**src/rtl/sysref_pkg.sv**
```systemverilog
// Shared types and constants for the programmable SYSREF generator.
// Mode and state encodings are shared with anything that decodes the debug state.
package sysref_pkg;

  localparam int DEFAULT_HALF_P = 24;

  typedef enum logic [1:0] {
    SYSREF_OFF   = 2'd0,
    SYSREF_CONT  = 2'd1,
    SYSREF_BURST = 2'd2,
    SYSREF_RSVD  = 2'd3
  } sysref_mode_e;

  typedef enum logic [1:0] {
    ST_IDLE  = 2'd0,
    ST_RUN   = 2'd1,
    ST_BURST = 2'd2,
    ST_DRAIN = 2'd3
  } sysref_state_e;

  // The reserved encoding behaves exactly like OFF.
  function automatic logic mode_is_off(input logic [1:0] m);
    return (m == SYSREF_OFF) || (m == SYSREF_RSVD);
  endfunction

endpackage

```
**src/rtl/sysref_phase_ctr.sv**
```systemverilog
// Phase counter for one SYSREF half-period: counts 0..H-1, flags terminal count.
// H is captured on load so a changing input never stretches the phase in flight.
module sysref_phase_ctr
  import sysref_pkg::*;
#(
  parameter int DIV_WIDTH = 8
) (
  input  logic                 clk,
  input  logic                 rst,
  input  logic                 en,
  input  logic                 restart,
  input  logic                 load,
  input  logic [DIV_WIDTH-1:0] h_in,
  output logic                 tc
);

  logic [DIV_WIDTH-1:0] count;
  logic [DIV_WIDTH-1:0] h_q;

  assign tc = en && (count == (h_q - DIV_WIDTH'(1)));

  always_ff @(posedge clk or posedge rst) begin
    if (rst) begin
      count <= '0;
      h_q   <= '0;
    end else begin
      if (load) h_q <= h_in;
      if (restart) begin
        count <= '0;
      end else if (en) begin
        count <= tc ? '0 : count + DIV_WIDTH'(1);
      end
    end
  end

endmodule

```
**src/rtl/sysref_gen.sv**
```systemverilog
// Programmable SYSREF generator: off / continuous / burst, runt-free stop, realign strobe.
// Handshake-free block: every control input is sampled on each rising aclk edge, no valid/ready.
module sysref_gen
  import sysref_pkg::*;
#(
  parameter int DIV_WIDTH    = 8,
  parameter int BURST_WIDTH  = 8,
  parameter int DEFAULT_HALF = DEFAULT_HALF_P
) (
  input  logic                   aclk,
  input  logic                   aclk_rst,
  input  logic [1:0]             mode_i,
  input  logic [DIV_WIDTH-1:0]   half_period_i,
  input  logic [BURST_WIDTH-1:0] burst_count_i,
  input  logic                   start_i,
  input  logic                   align_i,
  output logic                   sysref_o,
  output logic                   edge_o,
  output logic                   busy_o,
  output sysref_state_e          dbg_state
);

  // Reset asserts immediately but releases two clean aclk edges later.
  logic [1:0] rst_pipe;
  logic       rst_int;

  always_ff @(posedge aclk or posedge aclk_rst) begin
    if (aclk_rst) rst_pipe <= 2'b11;
    else          rst_pipe <= {rst_pipe[0], 1'b0};
  end

  assign rst_int = rst_pipe[1];

  sysref_state_e          state, state_n;
  logic                   sysref_n, edge_n;
  logic [BURST_WIDTH-1:0] rem, rem_n;
  logic                   restart, load, tc, stop;
  logic [DIV_WIDTH-1:0]   h_eff;
  sysref_mode_e           mode_e;

  assign mode_e = sysref_mode_e'(mode_i);
  assign h_eff  = (half_period_i < DIV_WIDTH'(2)) ? DIV_WIDTH'(DEFAULT_HALF) : half_period_i;

  sysref_phase_ctr #(
    .DIV_WIDTH(DIV_WIDTH)
  ) u_phase (
    .clk    (aclk),
    .rst    (rst_int),
    .en     (state != ST_IDLE),
    .restart(restart),
    .load   (load),
    .h_in   (h_eff),
    .tc     (tc)
  );

  always_ff @(posedge aclk or posedge rst_int) begin
    if (rst_int) begin
      state    <= ST_IDLE;
      sysref_o <= 1'b0;
      edge_o   <= 1'b0;
      rem      <= '0;
    end else begin
      state    <= state_n;
      sysref_o <= sysref_n;
      edge_o   <= edge_n;
      rem      <= rem_n;
    end
  end

  always_comb begin
    state_n  = state;
    sysref_n = sysref_o;
    edge_n   = 1'b0;
    rem_n    = rem;
    restart  = 1'b0;
    load     = 1'b0;
    stop     = 1'b0;

    case (state)
      ST_IDLE: begin
        if (mode_e == SYSREF_CONT) begin
          state_n  = ST_RUN;
          sysref_n = 1'b1;
          edge_n   = 1'b1;
          restart  = 1'b1;
          load     = 1'b1;
        end else if (mode_e == SYSREF_BURST && start_i && burst_count_i != '0) begin
          state_n  = ST_BURST;
          rem_n    = burst_count_i;
          sysref_n = 1'b1;
          edge_n   = 1'b1;
          restart  = 1'b1;
          load     = 1'b1;
        end
      end

      ST_RUN: begin
        // A mode change outranks a simultaneous align strobe.
        if (mode_e != SYSREF_CONT) begin
          stop = 1'b1;
        end else if (align_i) begin
          sysref_n = 1'b0;
          restart  = 1'b1;
        end else if (tc) begin
          sysref_n = !sysref_o;
          edge_n   = !sysref_o;
          load     = !sysref_o;
        end
      end

      ST_BURST: begin
        if (mode_is_off(mode_i)) begin
          stop = 1'b1;
        end else if (tc) begin
          if (sysref_o) begin
            sysref_n = 1'b0;
            // The final pulse ends the burst at its falling edge; no trailing low phase.
            if (rem <= BURST_WIDTH'(1)) begin
              rem_n   = '0;
              state_n = ST_IDLE;
            end else begin
              rem_n = rem - BURST_WIDTH'(1);
            end
          end else begin
            sysref_n = 1'b1;
            edge_n   = 1'b1;
            load     = 1'b1;
          end
        end
      end

      ST_DRAIN: begin
        if (tc) begin
          sysref_n = 1'b0;
          state_n  = ST_IDLE;
        end
      end

      default: state_n = ST_IDLE;
    endcase

    // Stopping never cuts a high phase short: finish it in DRAIN unless it ends now.
    if (stop) begin
      rem_n = '0;
      if (!sysref_o || tc) begin
        sysref_n = 1'b0;
        state_n  = ST_IDLE;
      end else begin
        state_n = ST_DRAIN;
      end
    end

    if (state != ST_IDLE && state_n == ST_IDLE) restart = 1'b1;
  end

  assign busy_o    = (state != ST_IDLE);
  assign dbg_state = state;

endmodule

```
**config.mk**
```make
export PLATFORM = sky130hd
export DESIGN_NAME = sysref_gen
export DESIGN_NICKNAME = d
export VERILOG_FILES = /design/src/rtl/sysref_pkg.sv /design/src/rtl/sysref_phase_ctr.sv /design/src/rtl/sysref_gen.sv
export SDC_FILE = /design/constraint.sdc
export NUM_CORES = 1
export LEC_CHECK = 0
export ABC_AREA = 1
export CAP_MARGIN = 20
export CORE_ASPECT_RATIO = 0.5
export CORE_MARGIN = 3
export CORE_UTILIZATION = 56
export CTS_CLUSTER_SIZE = 16
export DETAILED_ROUTE_END_ITERATION = 10
export PLACE_DENSITY = 0.81
export SETUP_SLACK_MARGIN = 0.5
export SLEW_MARGIN = 10
export SYNTH_ARGS = -nofsm -noshare
export SYNTH_HDL_FRONTEND = slang
export SYNTH_SLANG_ARGS = --single-unit
```
**constraint.sdc**
```tcl
create_clock -name aclk -period 1.55 [get_ports aclk]
set_clock_uncertainty 0.1 [all_clocks]
set_input_delay 0.31 -clock aclk [delete_from_list [all_inputs] [get_ports aclk]]
set_output_delay 0.31 -clock aclk [all_outputs]
set_load 0.02 [all_outputs]
```
==> results of run 1 <==
==> logic make-up after synthesis <==
group                      after synthesis  synth area share (%)
AOI/OAI and AO/OA                       45                  12.4
xor gates and xnor gates                11                  4.17
adders and majority gates               13                  7.03
buffers and inverters                   61                  10.8
DFF                                     30                  32.6
other                                    1                 0.162
and+or+nand+nor                        169                  32.8
==> per-layer routing <==
metal  overflow  track usage, %
met4         32            79.0
met3          1            45.2
met1          1            70.8
met5          0            5.49
met2         43            90.9
==> stage by stage <==
| step | setup TNS [ps] | instance area, um2 |
|---|---|---|
| floorplan | -13570 | 2400 |
| global placement | -19030 | 3210 |
| detailed placement | -22180 | 3210 |
| CTS | -19700 | 3470 |
==> timing repair <==
action	CTS
setup buffers	6
setup endpoints to repair	33
hold buffers	0
pin swaps	17
gates resized for setup	60
cloned	2
==> flow_summary.yaml, run 1 <==
floorplan:
  die_h_um: 51.4
  start_util_pct: 62.5
  die_w_um: 96.9
  rows: 15
  io_pins: 27
clock_tree:
  cts_max_level: 2
  cts_root_buf: "clkbuf_8"
  cts.sinks: 30
  cts_buffers: 5
  cts_buffer_depth: 2
yosys:
  yosysTopAreaCellShare_pct: 30.3
  yosys.area.top_type: "dfrtp_1"
  ys_types: 38
  synth_most_common_cell: "nand2_1"
  syn-num-nets: 365
  yosysSeqAreaShare_pct: 32.6
  synth_area_per_cell_um2: 7.01
  synth.area.top_cells: "dfrtp_1 30%, nand2_1 14%, inv_1 7.8%"
  ys_async_sr_fraction_pct: 100
  synth_area_um2: 2310
  yosys_warnings: 0
  ys_top_cells_by_count: "88 x nand2_1, 48 x inv_1, 28 x dfrtp_1, 28 x nor2_1, 23 x nand3_1"
  ys_seq_elements: 30
  synth_flop_cell: "dfrtp_1"
  synth_edf_count: 0
  syn_inst: 330
status:
  error: "[ERROR GRT-0232] Routing congestion too high. Check the congestion heatmap in the GUI."
  haltStage: "global routing"
  status: "stopped before the end"
place:
  io_buffers: 26
  dp.cells: 470
  dp_hpwl_um: 5610
  gp_congestion: 0.908
  dpl_worst_slack_ps: -897
sta:
  worst_endpoint_kind: "register input"
  timing.grt.repair.worst_endpoint: "u_phase.count[3]$_DFFE_PP0P_/D"
global_routing:
  grt_max_degree: 19
  grt_util_all_layers_pct: 69.7
  overflow: 77
==> run 2: changes to the inputs <==
--- a/config.mk
+++ b/config.mk
@@ -7,13 +7,10 @@
 export LEC_CHECK = 0
 export ABC_AREA = 1
 export CAP_MARGIN = 20
-export CORE_ASPECT_RATIO = 0.5
 export CORE_MARGIN = 3
-export CORE_UTILIZATION = 56
-export CTS_CLUSTER_SIZE = 16
+export CORE_UTILIZATION = 40
 export DETAILED_ROUTE_END_ITERATION = 10
-export PLACE_DENSITY = 0.81
-export SETUP_SLACK_MARGIN = 0.5
+export PLACE_DENSITY_LB_ADDON = 0.15
 export SLEW_MARGIN = 10
 export SYNTH_ARGS = -nofsm -noshare
 export SYNTH_HDL_FRONTEND = slang
==> run 2 against run 1 <==
Compared with the run above:
- the flow now finishes, with violations (negative setup slack)
- area after synthesis stayed put
- synthesized cell count stayed put
==> flow_summary.yaml, run 2 <==
status:
  status: "finished, violations left"
  violations: "negative setup slack"
global_routing:
  overflow: 0
  grt_pass1_wl_um: 10100
  grt_max_degree: 25
  grt_util_all_layers_pct: 19.6
  antenna_found_initial: 0
  grt_pass1_vias: 2295
layout:
  drive_above_1_share_pct: 36.3
  antenna_cells: 0
  final_common_cell: "buf_4"
  reg.largest.list: "rem x8, u_phase.count x8, u_phase.h_q x8"
  final_cell_mix: "83 x buf_4, 74 x nand2_1, 40 x inv_1"
  area_growth_pct: 55.6
  finalNetCount: 477
power_and_ir_drop:
  leakage_nw: 1.83
  p_comb_share_pct: 69.3
  seq_power_share_pct: 18.9
  switchingPower_w: 0.00313
  p_int_w: 0.00389
  p_clk_share_pct: 11.8
  ir_drop_mv: 0.900
  swShare_pct: 44.5
  power-per-cell-area_nw_per_um2: 1950
clock_tree:
  cts_buffer_depth: 2
  cts_buffers: 5
  worstSkewPairLatency_ps: 280
  clk_pin_slew_worst_paths_ps: 70
  cts_root_buf: "clkbuf_8"
  cts_max_level: 2
  cts_hold_buf: 0
  cts.sinks: 30
  cts_tree: "built"
floorplan:
  dieArea_um2: 6730
  core-area_um2: 5540
  rows: 27
  io_pins: 27
  start_util_pct: 41.7
  die_h_um: 82.0
  die_w_um: 82.0
route:
  drc: 0
  vias_per_cell: 4.77
  detail_route.wl_per_cell_um: 11.7
  postRouteAntennaNets: 0
  vias: 2458
  drt-pass1-iter-count: 4
  drt_iter0_drc: 130
  routed_wl_um: 6010
yosys:
  syn-num-nets: 365
  synth_most_common_cell: "nand2_1"
  ys_seq_elements: 30
  yosys_warnings: 0
  syn_inst: 330
  yosysSeqAreaShare_pct: 32.6
  synth_flop_cell: "dfrtp_1"
  ys_async_sr_fraction_pct: 100
  yosys.area.top_type: "dfrtp_1"
  synth.area.top_cells: "dfrtp_1 30%, nand2_1 14%, inv_1 7.8%"
  ys_top_cells_by_count: "88 x nand2_1, 48 x inv_1, 28 x dfrtp_1, 28 x nor2_1, 23 x nand3_1"
  synth_area_per_cell_um2: 7.01
  ys_types: 38
  synth_area_um2: 2310
  synth_edf_count: 0
  yosysTopAreaCellShare_pct: 30.3
sta:
  worst_slack_ps: -697
  fin_crit_sh_pct: 145
  fmax_mhz: 445
  hold_violations: 0
  slew_viol_final: 0
  min_period_ps: 2250
  fin_setup_tns_ps: -18150
  setup_viol: 29
  rsz0062_at_grt: "true"
place:
  dpl_worst_slack_ps: -812
  dp_hpwl_um: 4530
  gp_congestion: 0.867
  io_buffers: 26
setup_path:
  cp-end-kind: "flop"
  cp.arrival_ps: 2330
  setup.worst_path.class: "reg -> reg"
  start_kind: "flop"
  required_ps: 1630
  critical_path.max_fanout: 3
hold_path:
  hold_class: "reg -> async"
job:
  cap_viol_max_count: 0
## run 2: cell counts after synthesis
Identical to the previous run, type by type.
## run 2: metal layers
| metal | track usage [%] | part of all wire, % |
|---|---|---|
| met4 | 5.48 | 0.70 |
| met1 | 25.9 | 48 |
| met2 | 32.7 | 48 |
| met3 | 3.29 | 3.5 |
| met5 | 0 | 0 |
## run 2: path summary, 6_finish.rpt
path / cells after the start / startpoint / to / slack, ps
max: 18 / u_phase.h_q[1] / dbg_state[0] / -700
max in group asynchronous: 2 / rst_pipe[1] / dbg_state[0] / 860
min in group aclk: 0 / rst_pipe[0] / rst_pipe[1] / 260
min reg2reg: 1 / rst_pipe[1] / rem[1] / 70
max reg2reg: 18 / u_phase.h_q[1] / dbg_state[0] / -700
min: 1 / rst_pipe[1] / rem[1] / 70
## run 2: cell type report
cell class	count	area [um2]
clock buffers	7	86.3
clock inverters	1	30.0
fillers	473	1940
inverters	53	211
multi-input cells	239	1500
flip-flops and latches	30	756
well taps	72	90.1
repair buffers	112	918
repair inverters	1	7.51
## run 2: through the flow
step | area [um2] | hold slack (ps) | instances | power (W) | util, %
2_1_floorplan | 2380 | 122 | 330 | 0.00392 | -
3_3_place_gp | 3290 | 74.8 | 500 | 0.00556 | 59.3
3_5_place_dp | 3290 | 73.7 | 500 | 0.00559 | 59.3
4_1_cts | 3520 | 80.4 | 513 | 0.00681 | 63.6
5_1_grt | 3600 | 102 | 515 | 0.00765 | 64.9
6_report | 3600 | 72.8 | 515 | 0.00702 | 64.9
## run 2: cells by family after synthesis
group           share of synthesized area [%]
xor+xnor                                 4.17
other cells                             0.162
flops                                    32.6
buf+inv                                  10.8
fa+ha+maj                                7.03
simple gates                             32.8
compound gates                           12.4
## run 2: power groups by stage
stage	logic, W	registers, W	clock network (W)
final	0.00486	0.00133	0.000828
after global routing	0.00539	0.00136	0.000891
after CTS	0.00464	0.00132	0.000850
after detailed placement	0.00427	0.00132	0
after global placement	0.00424	0.00131	0
after floorplan	0.00255	0.00137	0
## run 2: what timing repair did
action,4_1_cts,5_1_grt
hold endpoints to repair,0,0
pin swaps,12,16
buffers inserted,4,2
gates resized for setup,37,19
endpoints found under the setup margin,33,32
cloned,1,0
## run 2: worst max-delay path, cell delays in order, from the launching register on
cell	delay, ps
dfrtp_1	400
buf_4	160
nor2_4	120
nand2_2	70
nor2_1	110
nand2_1	70
nand2_2	90
buf_4	110
nand3_2	70
nor2_2	120
nand4_1	80
nand2_1	120
nand2_2	70
nand2_1	60
nand2_1	60
nand2_2	90
buf_4	110
buf_4	90
inv_1	30
No activity file was read; power rests on OpenSTA's default activity.
